[src/rtl/alu_sequencer.sv]
// alu_sequencer: fixed-latency READ/EXEC/WB sequencer around a 16-bit W-register ALU
module alu_sequencer (
    input  logic        clk,
    input  logic        reset,
    input  logic        instr_valid,
    output logic        instr_ready,
    input  logic [3:0]  opcode,
    input  logic [10:0] operand_addr,
    input  logic        dest,
    output logic [10:0] mem_addr,
    output logic [15:0] mem_wdata,
    output logic        mem_we,
    input  logic [15:0] mem_rdata,
    input  logic        carry_from_mem,
    input  logic        zero_from_mem,
    output logic        carry_to_mem,
    output logic        zero_to_mem,
    output logic [15:0] wreg,
    output logic        done,
    output logic        illegal
);
    typedef enum logic [1:0] {IDLE, READ, EXEC, WB} state_t;
    localparam logic [10:0] W_ALIAS = 11'h200;
    localparam logic [10:0] C_ALIAS = 11'h201;
    localparam logic [10:0] Z_ALIAS = 11'h202;
    state_t      state_q, state_d;
    logic [3:0]  op_q, op_d;
    logic        dest_q, dest_d;
    logic [10:0] mem_addr_q, mem_addr_d;
    logic [15:0] mem_wdata_q, mem_wdata_d;
    logic        mem_we_q, mem_we_d;
    logic [15:0] wreg_q, wreg_d;
    logic        carry_q, carry_d;
    logic        zero_q, zero_d;
    logic        done_q, done_d;
    logic        illegal_q, illegal_d;
    logic        ready_q, ready_d;
    logic [16:0] sum, diff;
    logic [15:0] res;
    logic        c_new, legal;
    logic        unused_zero_in;
    // Zero status from the ram is never consumed; the block always recomputes Z
    assign unused_zero_in = zero_from_mem;
    // ALU: result and new carry for the captured opcode against the fetched operand
    always_comb begin
        sum   = {1'b0, mem_rdata} + {1'b0, wreg_q};
        diff  = {1'b0, mem_rdata} - {1'b0, wreg_q};
        res   = 16'h0000;
        c_new = carry_q;
        legal = 1'b1;
        case (op_q)
            4'h0: res = mem_rdata;
            4'h1: res = wreg_q;
            4'h2: begin res = sum[15:0]; c_new = sum[16]; end
            4'h3: begin res = diff[15:0]; c_new = ~diff[16]; end
            4'h4: res = mem_rdata & wreg_q;
            4'h5: res = mem_rdata | wreg_q;
            4'h6: res = mem_rdata ^ wreg_q;
            4'h7: res = ~mem_rdata;
            4'h8: res = mem_rdata + 16'h0001;
            4'h9: res = mem_rdata - 16'h0001;
            4'hA: begin res = {mem_rdata[14:0], carry_from_mem}; c_new = mem_rdata[15]; end
            4'hB: begin res = {carry_from_mem, mem_rdata[15:1]}; c_new = mem_rdata[0]; end
            4'hC: res = 16'h0000;
            default: legal = 1'b0;
        endcase
    end
    // Sequencer next state: capture at accept, commit results at the end of EXEC
    always_comb begin
        state_d     = state_q;
        op_d        = op_q;
        dest_d      = dest_q;
        mem_addr_d  = mem_addr_q;
        mem_wdata_d = mem_wdata_q;
        mem_we_d    = 1'b0;
        wreg_d      = wreg_q;
        carry_d     = carry_q;
        zero_d      = zero_q;
        done_d      = 1'b0;
        illegal_d   = 1'b0;
        case (state_q)
            IDLE: if (instr_valid && ready_q) begin
                state_d    = READ;
                op_d       = opcode;
                dest_d     = dest || (opcode == 4'h1);
                mem_addr_d = operand_addr;
            end
            READ: state_d = EXEC;
            EXEC: begin
                state_d   = WB;
                done_d    = legal;
                illegal_d = ~legal;
                if (legal) begin
                    carry_d  = (dest_q && mem_addr_q == C_ALIAS) ? res[0] : c_new;
                    zero_d   = (dest_q && mem_addr_q == Z_ALIAS) ? res[0] : (op_q == 4'h1) ? zero_q : (res == 16'h0000);
                    wreg_d   = (!dest_q || mem_addr_q == W_ALIAS) ? res : wreg_q;
                    mem_we_d = dest_q;
                    mem_wdata_d = dest_q ? res : mem_wdata_q;
                end
            end
            WB: state_d = IDLE;
            default: state_d = IDLE;
        endcase
        ready_d = (state_d == IDLE);
    end
    // State and registered outputs; reset clears everything immediately
    always_ff @(posedge clk or posedge reset) begin
        if (reset) begin
            state_q     <= IDLE;
            op_q        <= 4'h0;
            dest_q      <= 1'b0;
            mem_addr_q  <= 11'h000;
            mem_wdata_q <= 16'h0000;
            mem_we_q    <= 1'b0;
            wreg_q      <= 16'h0000;
            carry_q     <= 1'b0;
            zero_q      <= 1'b0;
            done_q      <= 1'b0;
            illegal_q   <= 1'b0;
            ready_q     <= 1'b0;
        end else begin
            state_q     <= state_d;
            op_q        <= op_d;
            dest_q      <= dest_d;
            mem_addr_q  <= mem_addr_d;
            mem_wdata_q <= mem_wdata_d;
            mem_we_q    <= mem_we_d;
            wreg_q      <= wreg_d;
            carry_q     <= carry_d;
            zero_q      <= zero_d;
            done_q      <= done_d;
            illegal_q   <= illegal_d;
            ready_q     <= ready_d;
        end
    end
    assign instr_ready  = ready_q;
    assign mem_addr     = mem_addr_q;
    assign mem_wdata    = mem_wdata_q;
    assign mem_we       = mem_we_q;
    assign wreg         = wreg_q;
    assign carry_to_mem = carry_q;
    assign zero_to_mem  = zero_q;
    assign done         = done_q;
    assign illegal      = illegal_q;
endmodule

[config.mk]
export PLATFORM = sky130hd
export DESIGN_NAME = alu_sequencer
export DESIGN_NICKNAME = d
export VERILOG_FILES = /design/src/rtl/alu_sequencer.sv
export SDC_FILE = /design/constraint.sdc
export NUM_CORES = 1
export LEC_CHECK = 0
export BUFFER_PORTS_ARGS = -buffer_cell sky130_fd_sc_hd__buf_2
export CORE_MARGIN = 3
export CORE_UTILIZATION = 30
export DETAILED_ROUTE_END_ITERATION = 12
export GPL_ROUTABILITY_DRIVEN = 0
export MAX_ROUTING_LAYER = met4
export PLACE_DENSITY = 0.51
export SYNTH_ARGS = -nofsm -noshare
export SYNTH_HDL_FRONTEND = slang
export SYNTH_SLANG_ARGS = --single-unit
[constraint.sdc]
create_clock -name clk -period 4.6 [get_ports clk]
set_input_delay 0.23 -clock clk [delete_from_list [all_inputs] [get_ports clk]]
set_output_delay 0.23 -clock clk [all_outputs]
set_load 0.01 [all_outputs]
# Word level (Yosys, flattened, before mapping)
# Cells that the tools add are included.
[classes]
n_addsub = 4
multipliers = 0
div = 0
magnitude_cmp = 0
n_eq_ne = 20
n_shift = 0
mux = 12
n_bitwise = 6
reduce_logical = 17
[ops]
columns = ["operator", "count"]
rows = [
  ["16-bit case mux with 12 select lines", 1],
  ["11-bit by 10-bit == test with 1-bit output (second input constant)", 3],
  ["4-bit == test (second input constant)", 5],
  ["16-bit by 16-bit adder with 17-bit output", 1],
  ["16-bit by 16-bit subtractor with 17-bit output", 1],
  ["16-bit by 1-bit adder with 16-bit output (second input constant)", 1],
  ["16-bit AND", 1],
  ["4-bit by 3-bit == test with 1-bit output (second input constant)", 4],
  ["16-bit logical NOT", 1],
  ["16-bit inverter", 1],
  ["16-bit OR", 1],
  ["16-bit by 1-bit subtractor with 16-bit output (second input constant)", 1],
  ["16-bit XOR", 1],
  ["13-bit OR reduction", 1],
  ["3-bit AND reduction", 4],
  ["4-bit by 1-bit == test with 1-bit output (second input constant)", 2],
  ["4-bit by 2-bit == test with 1-bit output (second input constant)", 2],
  ["1-bit 2-to-1 mux", 8],
  ["2-bit case mux with 4 select lines", 1],
  ["5-bit nonzero test", 1],
  ["2-bit == test (second input constant)", 2],
  ["2-bit logical NOT", 2],
  ["4-bit logical NOT", 1],
  ["1-bit case mux with 4 select lines", 1],
  ["8 further kinds", 12],
]
[totals]
regBits = 56
latch_bits = 0
mem_bits_rw = 0
mem_bits_ro = 0
in_bits = 37
mem_count = 0

# Logic depth before layout (Yosys ltp)
# Gate-level depths: netlist (run 1).
[depth]
ltp_word = 5
depth_mapped = 15
depth_no_buf = 12

# Worst setup path after synthesis (run 1)
# No wires, ideal clock.
[synth_timing]
path_kind = "register -> register"
from = "register op_q[2]"
to = "register zero_q (netlist: zero_to_mem)"
t_arrival_ns = 3.657
required_time_ns = 4.508
slack_ns = 0.851
stages_incl_launch_ff = 14
path_buffers = 2
period_less_slack_ns = 3.749
cell_sequence = "dfrtp_1 > and4bb_1 > clkbuf_1 > clkbuf_1 > xnor2_1 > ha_1 > or4_1 > o21ai_0 > xnor2_1 > a221o_1 > or4b_1 > nor4_1 > nand4_1 > o31ai_2"
[synth_via]
elab_chain_cells = 5
word_cells_on_any_way = 21
classes_between = "eq/ne (13); mux (4); reduce/logical (4)"
[synth_rtl]
columns = ["item", "line_no", "rtl"]
rows = [
  ["start, declared", "27", "logic [3:0] op_q, op_d;"],
  ["start signal, assigned", "123", "op_q <= op_d;"],
  ["4-bit == test, or another cell as far along", "51", "case (op_q)"],
  ["16-bit case mux with 12 select lines", "51", ""],
  ["16-bit logical NOT", "95", "zero_d = (dest_q && mem_addr_q == Z_ALIAS) ? res[0] : (op_q == 4'h1) ? zero_q : (res == 16'h0000);"],
  ["1-bit 2-to-1 mux (2 in a row)", "95", ""],
  ["end signal, assigned", "130", "zero_q <= zero_d;"],
  ["end, declared", "34", "logic zero_q, zero_d;"],
]
# Parallel ways exist; a longest one is shown, timed or not. The select of a mux whose other input is x is not followed.
# A chain may end at the register's enable or synchronous reset.

# Final worst setup path (run 1)
[layout_timing]
from = "register op_q[3]"
to = "register zero_q (netlist: zero_to_mem)"
# The elaborated chain is that of the path after synthesis.

==> results.toml, run 1 <==
[sta]
hold_viol_final = 0
fin_setup_tns_ns = 0
fin_skew_ns = 0.01296
relSlewSlack_pct = 47.88
clock.fmax_mhz = 260.2
tightestPinTransition_ns = 0.7796
fin_crit_sh_pct = 83.56
drv_slew = 0
setup_viol = 0
rsz0062_at_grt = "no"
min_period_ns = 3.844

[final_layout]
stdcell_area_mm2 = 0.007077
post-route-util_pct = 35.55
nFillCells = 2154
ff_latch_area_mm2 = 0.001401
multi_input_area_mm2 = 0.004342
area_growth_pct = 14.01
layout.cells.non_filler = 1102
nets = 926
layout-drive-gt1-share_pct = 19.86

[synthesis]
synth_area_mm2 = 0.006207
synth_nets = 865
synth_top_area_share_pct = 22.58
synth_edf_count = 0
synth_seq_area_share_pct = 22.58
synthTopCellsByArea = "dfrtp_1 (23%), ha_1 (10%), mux2_2 (5.3%)"
yosysTopAreaCell = "dfrtp_1"
synth_seq_cells = 56
synth_warnings = 0
synthCells = 774
ys_types = 79
synthArstFlopShare_pct = 100.0
synth_flop_cell = "dfrtp_1"
avgSynthCellArea_um2 = 8.020

[detailed_routing]
dr.pass1.iters = 5
via_count = 6498
drc = 0
ant_nets = 0
wire_per_inst_um = 22.07
vias_per_cell = 5.897
drt_wl_total_um = 24320
drtIter0Drc = 740

[die]
dieHeight_um = 149.8
io_pins = 86
die_w_um = 149.8
start_util_pct = 31.18
num_rows = 51
die_area_mm2 = 0.02245
coreArea_mm2 = 0.01991

[setup_path]
slowest_delay_ns = 0.59
worst_path_max_delay_cell = "or4b_1"
path_max_fanout = 44
crit_buf_inv = 1
cp-start-kind = "flip-flop"
worstSetupEndpointType = "flip-flop"
cp.required_ns = 4.83
crit_chain = "buf_4 -> nor2b_1 -> a32o_1 -> a221oi_2 -> o311ai_1 -> or4b_1 -> or4b_1 -> nor4_1 -> nand4_1 -> o31ai_2"
critical_path.most_common_cell = "or4b_1"
critPathTopFamily = "simple AND/OR/NAND/NOR gates"
worstPathArrival_ns = 4.07
crit_type = "flip-flop to flip-flop"

[grt]
use_met2_pct = 32.85
grt_pass1_vias = 6197
use_met1_pct = 30.21
grt_pass1_wl_um = 37350
top_usage_layer = "met2"
grtUsageMet3_pct = 4.331
grt_max_degree = 57
track_usage_pct = 22.14
grt_overflow = 0
antenna_found_initial = 1

[clock_network]
postCtsSetupBuffers = 0
cts_hold_buffers = 0
cts-htree-levels = 2
clkSinkCount = 56
clk_pin_slew_ns = 0.09
ctsLongestPathBuffers = 2
clock_latency_ns = 0.32
cts-root-buf = "clkbuf_16"
cts_buffers = 5
cts-resized-gates = 0
cts_tree = "done"

[run]
maxCapViolCount = 0

[pwr]
ir_drop_mv = 0.3066
leakagePower_nw = 3.022
finalPower_mw = 5.008
powerDensity_mw_per_mm2 = 707.6

[status]
status = "completed"

[place]
dp_hpwl_um = 17540
dpl.cell_count = 1093
port_buffers = 84
dpl_cell_area_mm2 = 0.006915

[min_path]
hold_class = "input port to async pin"
## cells by family after synthesis
| group | after synthesis | synth area share, % |
|---|---|---|
| AO/OA/AOI/OAI | 239 | 26.85 |
| XOR/XNOR | 19 | 2.681 |
| adder cells (fa/ha/maj) | 54 | 11.13 |
| buffers and inverters | 116 | 7.881 |
| flip-flops | 56 | 22.58 |
| multiplexers | 41 | 7.196 |
| AND/OR/NAND/NOR | 249 | 21.69 |
## sequential cells by signal (all words and copies together), names as in the netlist
| signal | cells |
|---|---|
| mem_wdata | 16 |
| wreg | 16 |
| mem_addr | 11 |
| op_q | 4 |
| state_q | 2 |
| carry_to_mem | 1 |
| dest_q | 1 |
| done | 1 |
| illegal | 1 |
| instr_ready | 1 |
| mem_we | 1 |
| zero_to_mem | 1 |
## report_power, final
part,internal (mW),total [mW],switching [mW]
Sequential,0.729,0.912,0.183
Combinational,1.34,3.65,2.31
Clock,0.211,0.441,0.230
## cells in the mapped netlist, drive strengths merged (20+ instances only)
master and n:
inv 59, nand2 42, ha 52, nor3 30, nor2 58, nand3 21, buf 20, dfrtp 56
a21oi 49, o21ai 44, clkbuf 36, mux2 29
## final timing paths
| path | slack, ns | endpoint | depth (start not counted) | start |
|---|---|---|---|---|
| worst max-delay path | 0.76 | zero_to_mem | 10 | op_q[3] |
| worst min-delay path | 0.12 | mem_wdata[10] | 3 | reset |
| worst max register to register | 0.76 | zero_to_mem | 10 | op_q[3] |
| worst min register to register | 0.50 | mem_wdata[12] | 2 | mem_wdata[12] |
| max in group asynchronous | 3.97 | wreg[0] | 3 | reset |
| min in group clk | 0.14 | mem_addr[2] | 2 | operand_addr[2] |
## per-stage QoR
step	hold WS (ns)	setup WS [ns]
after floorplan	0.3806	0.8506
after global placement	0.4632	0.7472
after detailed placement	0.4657	0.6814
after CTS	0.1360	0.7838
after global routing	0.1428	0.5075
final	0.1155	0.7563
## worst min-delay path: cells and delay by family
| kind | cells | cell delay, ns |
|---|---|---|
| buffers and inverters | 3 | 0.72 |
## routing by layer
metal / up-vias / share of wire [%]
met3: 54 / 8.4
met1: 3091 / 45
met2: 326 / 44
li1: 3027 / -
met5: - / 0
met4: 0 / 3.0
## cell type report
| class | instances | share of cell area (%) |
|---|---|---|
| diodes | 1 | 0.03536 |
| clock inverters | 3 | 0.4774 |
| multi-input cells | 602 | 61.35 |
| well taps | 265 | 4.685 |
| inverters | 60 | 3.182 |
| repair buffers | 110 | 8.699 |
| clock buffers | 5 | 1.768 |
| flip-flops and latches | 56 | 19.80 |
## layout by cell type (no fill, tap or decap), types with 6 or more instances in the layout
| cell type | Yosys | routed |
|---|---|---|
| buf_2 | 10 | 84 |
| nor2_1 | 58 | 58 |
| inv_1 | 58 | 57 |
| dfrtp_1 | 56 | 56 |
| ha_1 | 52 | 52 |
| a21oi_1 | 49 | 49 |
| o21ai_0 | 44 | 44 |
| nand2_1 | 41 | 41 |
| nor3_1 | 30 | 30 |
| mux2_2 | 29 | 29 |
| buf_4 | 1 | 26 |
| nand3_1 | 21 | 21 |
| nand4_1 | 19 | 19 |
| a22oi_1 | 18 | 18 |
| xnor2_1 | 18 | 18 |
| nor2b_1 | 14 | 14 |
| nor4_1 | 12 | 12 |
| mux2i_1 | 12 | 12 |
| a211oi_1 | 11 | 11 |
| o31ai_1 | 11 | 11 |
| o22ai_1 | 10 | 10 |
| a221o_1 | 8 | 8 |
| a221oi_1 | 8 | 8 |
| a31oi_1 | 8 | 8 |
| nor3b_1 | 8 | 8 |
| o211ai_1 | 7 | 7 |
| o221ai_1 | 7 | 7 |
| nand2b_1 | 6 | 6 |
No activity file was read; power rests on OpenSTA's default activity.
==> run 2, diff against run 1 <==
- PLACE_DENSITY: 0.51 -> 0.53
- clock period: 4.6 -> 3.2 ns (I/O delays scaled with it)
==> run 2 against run 1 <==
- routed wire length grew 8.2%
- largest power group unchanged
- flip-flop and latch count is the same
- highest routed layer unchanged
- hold slack lost 0.11 ns
- utilization grew 6.7 points
- critical path depth is the same
- first-iteration DRC count grew 7.4%
- the run now ends with negative setup slack left
==> results.toml, run 2 (synthesis results as in run 1) <==
[status]
status = "finished with violations"
failed_checks = "negative setup slack"

[place]
dpl_worst_slack_ns = -0.2340
dpl.cell_count = 1245
port_buffers = 84
dpl_cell_area_mm2 = 0.008098
dp_hpwl_um = 20580

[detailed_routing]
wire_per_inst_um = 20.98
drc = 0
ant_nets = 0
drtIter0Drc = 795
vias_per_cell = 5.749
drt_wl_total_um = 26330
dr.pass1.iters = 5
via_count = 7215

[sta]
fin_crit_sh_pct = 108.6
drv_slew = 0
relSlewSlack_pct = 28.71
clock.fmax_mhz = 287.7
hold_viol_final = 0
setup_viol = 1
fin_setup_tns_ns = -0.2762
rsz0062_at_grt = "yes"
tightestPinTransition_ns = 1.054
fin_ws_ns = -0.2762
fin_skew_ns = 0.01152
min_period_ns = 3.476
holdWs_ns = 0.01039

[setup_path]
path_max_fanout = 3
worstSetupStartpoint = "wreg[0]"
worst_path_max_delay_cell = "or4b_4"
worstSetupEndpointType = "flip-flop"
worstPathArrival_ns = 3.70
crit_chain = "ha_2 -> fa_1 -> a21oi_2 -> a221oi_2 -> o311ai_2 -> or4b_4 -> or4b_4 -> nor4_4 -> nand4_1 -> o31ai_2"
slowest_delay_ns = 0.55
cp-start-kind = "flip-flop"
critical_path.most_common_cell = "or4b_4"
cp.required_ns = 3.43
crit_type = "flip-flop to flip-flop"
r2r_start = "wreg[0]"

[die]
start_util_pct = 31.18
dieHeight_um = 149.8
die_w_um = 149.8
coreArea_mm2 = 0.01991
num_rows = 51
die_area_mm2 = 0.02245
io_pins = 86

[clock_network]
clock_latency_ns = 0.32
ctsLongestPathBuffers = 2
cts_hold_buffers = 0
clkSinkCount = 56
cts-root-buf = "clkbuf_16"
cts_buffers = 5
cts_tree = "done"
clk_pin_slew_ns = 0.09
cts-htree-levels = 2

[pwr]
leakagePower_nw = 3.815
powerDensity_mw_per_mm2 = 1022
finalPower_mw = 8.603
ir_drop_mv = 0.4872

[final_layout]
post-route-util_pct = 42.26
stdcell_area_mm2 = 0.008414
mostFrequentLayoutCells = "buf_4 (177), buf_2 (84), inv_1 (57), nor2_1 (57), dfrtp_1 (56)"
nets = 1080
n_antenna_cell = 0
layout_commonest_cell = "buf_4"
area_growth_pct = 35.56
layout-drive-gt1-share_pct = 35.15
layout.cells.non_filler = 1255

[run]
maxCapViolCount = 0

[grt]
antenna_found_initial = 0
track_usage_pct = 23.84
grt_pass1_vias = 7030
grt_pass1_wl_um = 40160
grt_overflow = 0
grt_max_degree = 39

[min_path]
hold_class = "input port to async pin"
[run 2: final timing paths]
kind / depth (start not counted) / to / slack, ns
max: 10 / zero_to_mem / -0.28
min: 2 / wreg[13] / 0.01
max reg2reg: 10 / zero_to_mem / -0.28
min reg2reg: 2 / mem_wdata[0] / 0.49
max in group asynchronous: 3 / mem_wdata[1] / 2.41
min in group clk: 2 / mem_addr[8] / 0.07
[run 2: final cells by class]
cell class	instances	area (um^2)
Clock buffer	5	125.1
Fill cell	2055	11490
Sequential cell	56	1401
Clock inverter	3	33.78
Inverter	60	225.2
Multi-Input combinational cell	602	4497
Timing Repair Buffer	264	1800
Tap cell	265	331.6
[run 2: timing repair]
action | in CTS | in global routing
hold endpoints to repair | 0 | 0
buffers inserted | 1 | 1
gates resized for setup | 10 | 23
pin swaps | 5 | 8
endpoints found under the setup margin | 6 | 11
[run 2: critical path: cells and delay by family, from the launching register on]
| kind | cells | cell delay, ns |
|---|---|---|
| fa+ha+maj | 2 | 0.71 |
| compound gates | 4 | 0.74 |
| simple gates | 4 | 1.51 |
| flops | 1 | 0.41 |
[run 2: where the power goes]
| group | switching, mW | internal, mW |
|---|---|---|
| Clock | 0.312 | 0.303 |
| Sequential | 0.212 | 1.05 |
| Combinational | 3.75 | 2.97 |
| Total | 4.28 | 4.32 |
[run 2: routing by layer]
metal / wire length [um] / global-route usage [%]
met2: 11310 / 35.08
met3: 2340 / 4.331
met5: 0 / -
met1: 11650 / 32.31
met4: 1031 / 9.698
==> run 3, diff against run 2 <==
- CORE_UTILIZATION: 30 -> 38
- PLACE_DENSITY: 0.53 -> 0.63
==> run 3 against run 2 <==
- the run still ends with negative setup slack left
- hold slack better by 0.066 ns
- global-route usage is 3.7 points higher
- cell count shrank 5.9%
- highest routed layer unchanged
- critical path depth up 1
- first-iteration DRC count increased by 18%
- critical path type unchanged
- utilization grew 9.0 points
- die area is 20% lower
- critical endpoint unchanged
- cell area down 2.8%
- via count down 0.35%
- sequential power hardly changed
- setup slack better by 0.19 ns
- non-clock buffer count shrank 25
==> results.toml, run 3 (synthesis results as in run 1) <==
[sta]
tightestPinTransition_ns = 0.8299
fin_crit_sh_pct = 102.7
relSlewSlack_pct = 44.52
hold_viol_final = 0
setup_viol = 1
min_period_ns = 3.285
fin_setup_tns_ns = -0.08497
fin_skew_ns = 0.009711
fin_ws_ns = -0.08497
drv_slew = 0
rsz0062_at_grt = "yes"
clock.fmax_mhz = 304.4

[die]
coreArea_mm2 = 0.01594
die_w_um = 133.8
die_area_mm2 = 0.01790
start_util_pct = 38.93
io_pins = 86
num_rows = 46
dieHeight_um = 133.8

[clock_network]
clk_pin_slew_ns = 0.08
cts-htree-levels = 2
cts-root-buf = "clkbuf_16"
clock_latency_ns = 0.31
cts_buffers = 5
cts_tree = "done"
clkSinkCount = 56
ctsLongestPathBuffers = 2

[detailed_routing]
drc = 0
dr.pass1.iters = 5
vias_per_cell = 6.088
drt_wl_total_um = 24540
via_count = 7190
wire_per_inst_um = 20.78
drtIter0Drc = 941
ant_nets = 0

[setup_path]
path_max_fanout = 4
reg2regPathDepth = 11
worstPathArrival_ns = 3.50
r2r-end = "zero_to_mem"
worstSetupEndpointType = "flip-flop"
r2r_start = "op_q[1]"
cp.required_ns = 3.42
crit_type = "flip-flop to flip-flop"
r2r_slack_ns = -0.08
cp-start-kind = "flip-flop"

[final_layout]
stdcell_area_mm2 = 0.008175
layout-drive-gt1-share_pct = 32.95
nFillCells = 1535
mostFrequentLayoutCells = "buf_4 (152), buf_2 (84), nor2_1 (58), inv_1 (57), dfrtp_1 (56)"
area_growth_pct = 31.71
post-route-util_pct = 51.28
n_antenna_cell = 0
layout_commonest_cell = "buf_4"
nets = 1055

[min_path]
worstHoldStart = "operand_addr[1]"
min_path_cells = 2
hold_class = "input port to flip-flop"
min_to = "mem_addr[1]"

[pwr]
ir_drop_mv = 0.6388
finalPower_mw = 8.334
powerDensity_mw_per_mm2 = 1019
leakagePower_nw = 3.696

[grt]
grt_pass1_vias = 6838
grt_pass1_wl_um = 38160
antenna_found_initial = 0
grt_overflow = 0
track_usage_pct = 27.58
grt_max_degree = 42

[status]
status = "finished with violations"
failed_checks = "negative setup slack"

[place]
port_buffers = 84
dp_hpwl_um = 19280
dpl_cell_area_mm2 = 0.007829

[run]
maxCapViolCount = 0
==> run 3: how the worst max path moves through the flow <==
stage          slack, ns           to    start
2_1_floorplan      -0.20  zero_to_mem  op_q[3]
3_3_place_gp       -0.23  zero_to_mem  wreg[0]
3_5_place_dp       -0.25  zero_to_mem  wreg[0]
4_1_cts            -0.07  zero_to_mem  wreg[0]
5_1_grt            -0.24  zero_to_mem  wreg[0]
6_report           -0.08  zero_to_mem  op_q[1]
==> run 3: report_power, final <==
part / total [mW] / leakage, nW / switching (mW) / internal, mW
Clock: 0.598 / 0.0767 / 0.295 / 0.303
Sequential: 1.28 / 0.677 / 0.235 / 1.05
Combinational: 6.45 / 2.94 / 3.64 / 2.82
Total: 8.33 / 3.70 / 4.17 / 4.17
==> run 3: stage by stage <==
| step | hold slack, ns | instances | worst slack [ns] |
|---|---|---|---|
| final | 0.07617 | 1181 | -0.08497 |
| after global routing | 0.07838 | 1181 | -0.2396 |
| after CTS | 0.07394 | 1181 | -0.06968 |
| after detailed placement | 0.2602 | 1170 | -0.2539 |
| after global placement | 0.2463 | 1170 | -0.2318 |
| after floorplan | 0.3106 | 774 | -0.1974 |
==> run 3: metal layers <==
layer,routed length (um),share of wire [%],up-vias,GRT usage [%]
met5,0,0,-,-
met1,10600,43,3400,38.59
li1,-,-,3282,-
met3,2447,10,76,4.201
met4,1163,4.7,0,12.11
met2,10330,42,432,39.47
==> run 3: critical path: stages (launching register included) <==
cell      delay (ns)
dfrtp_1         0.38
and4bb_1        0.30
xnor2_1         0.08
ha_2            0.20
or4_4           0.51
o21ai_4         0.16
xnor2_2         0.10
a221o_1         0.35
or4b_4          0.56
nor4_4          0.23
nand4_1         0.13
o31ai_2         0.18
==> run 3: timing repair <==
item / CTS / global route
buffers inserted: 2 / 0
resized for setup: 14 / 15
endpoints found under the setup margin: 6 / 13
endpoints found under the hold margin: 26 / 0
pin swaps: 7 / 5
hold buffers: 1 / 0
==> run 3: final cells by class <==
class,instances,area (um^2),area share (%)
Clock buffer,5,125.1,1.530
Sequential cell,56,1401,17.14
Tap cell,216,270.3,3.306
Inverter,60,225.2,2.755
Multi-Input combinational cell,602,4522,55.31
Timing Repair Buffer,239,1603,19.61
Clock inverter,3,28.78,0.3520
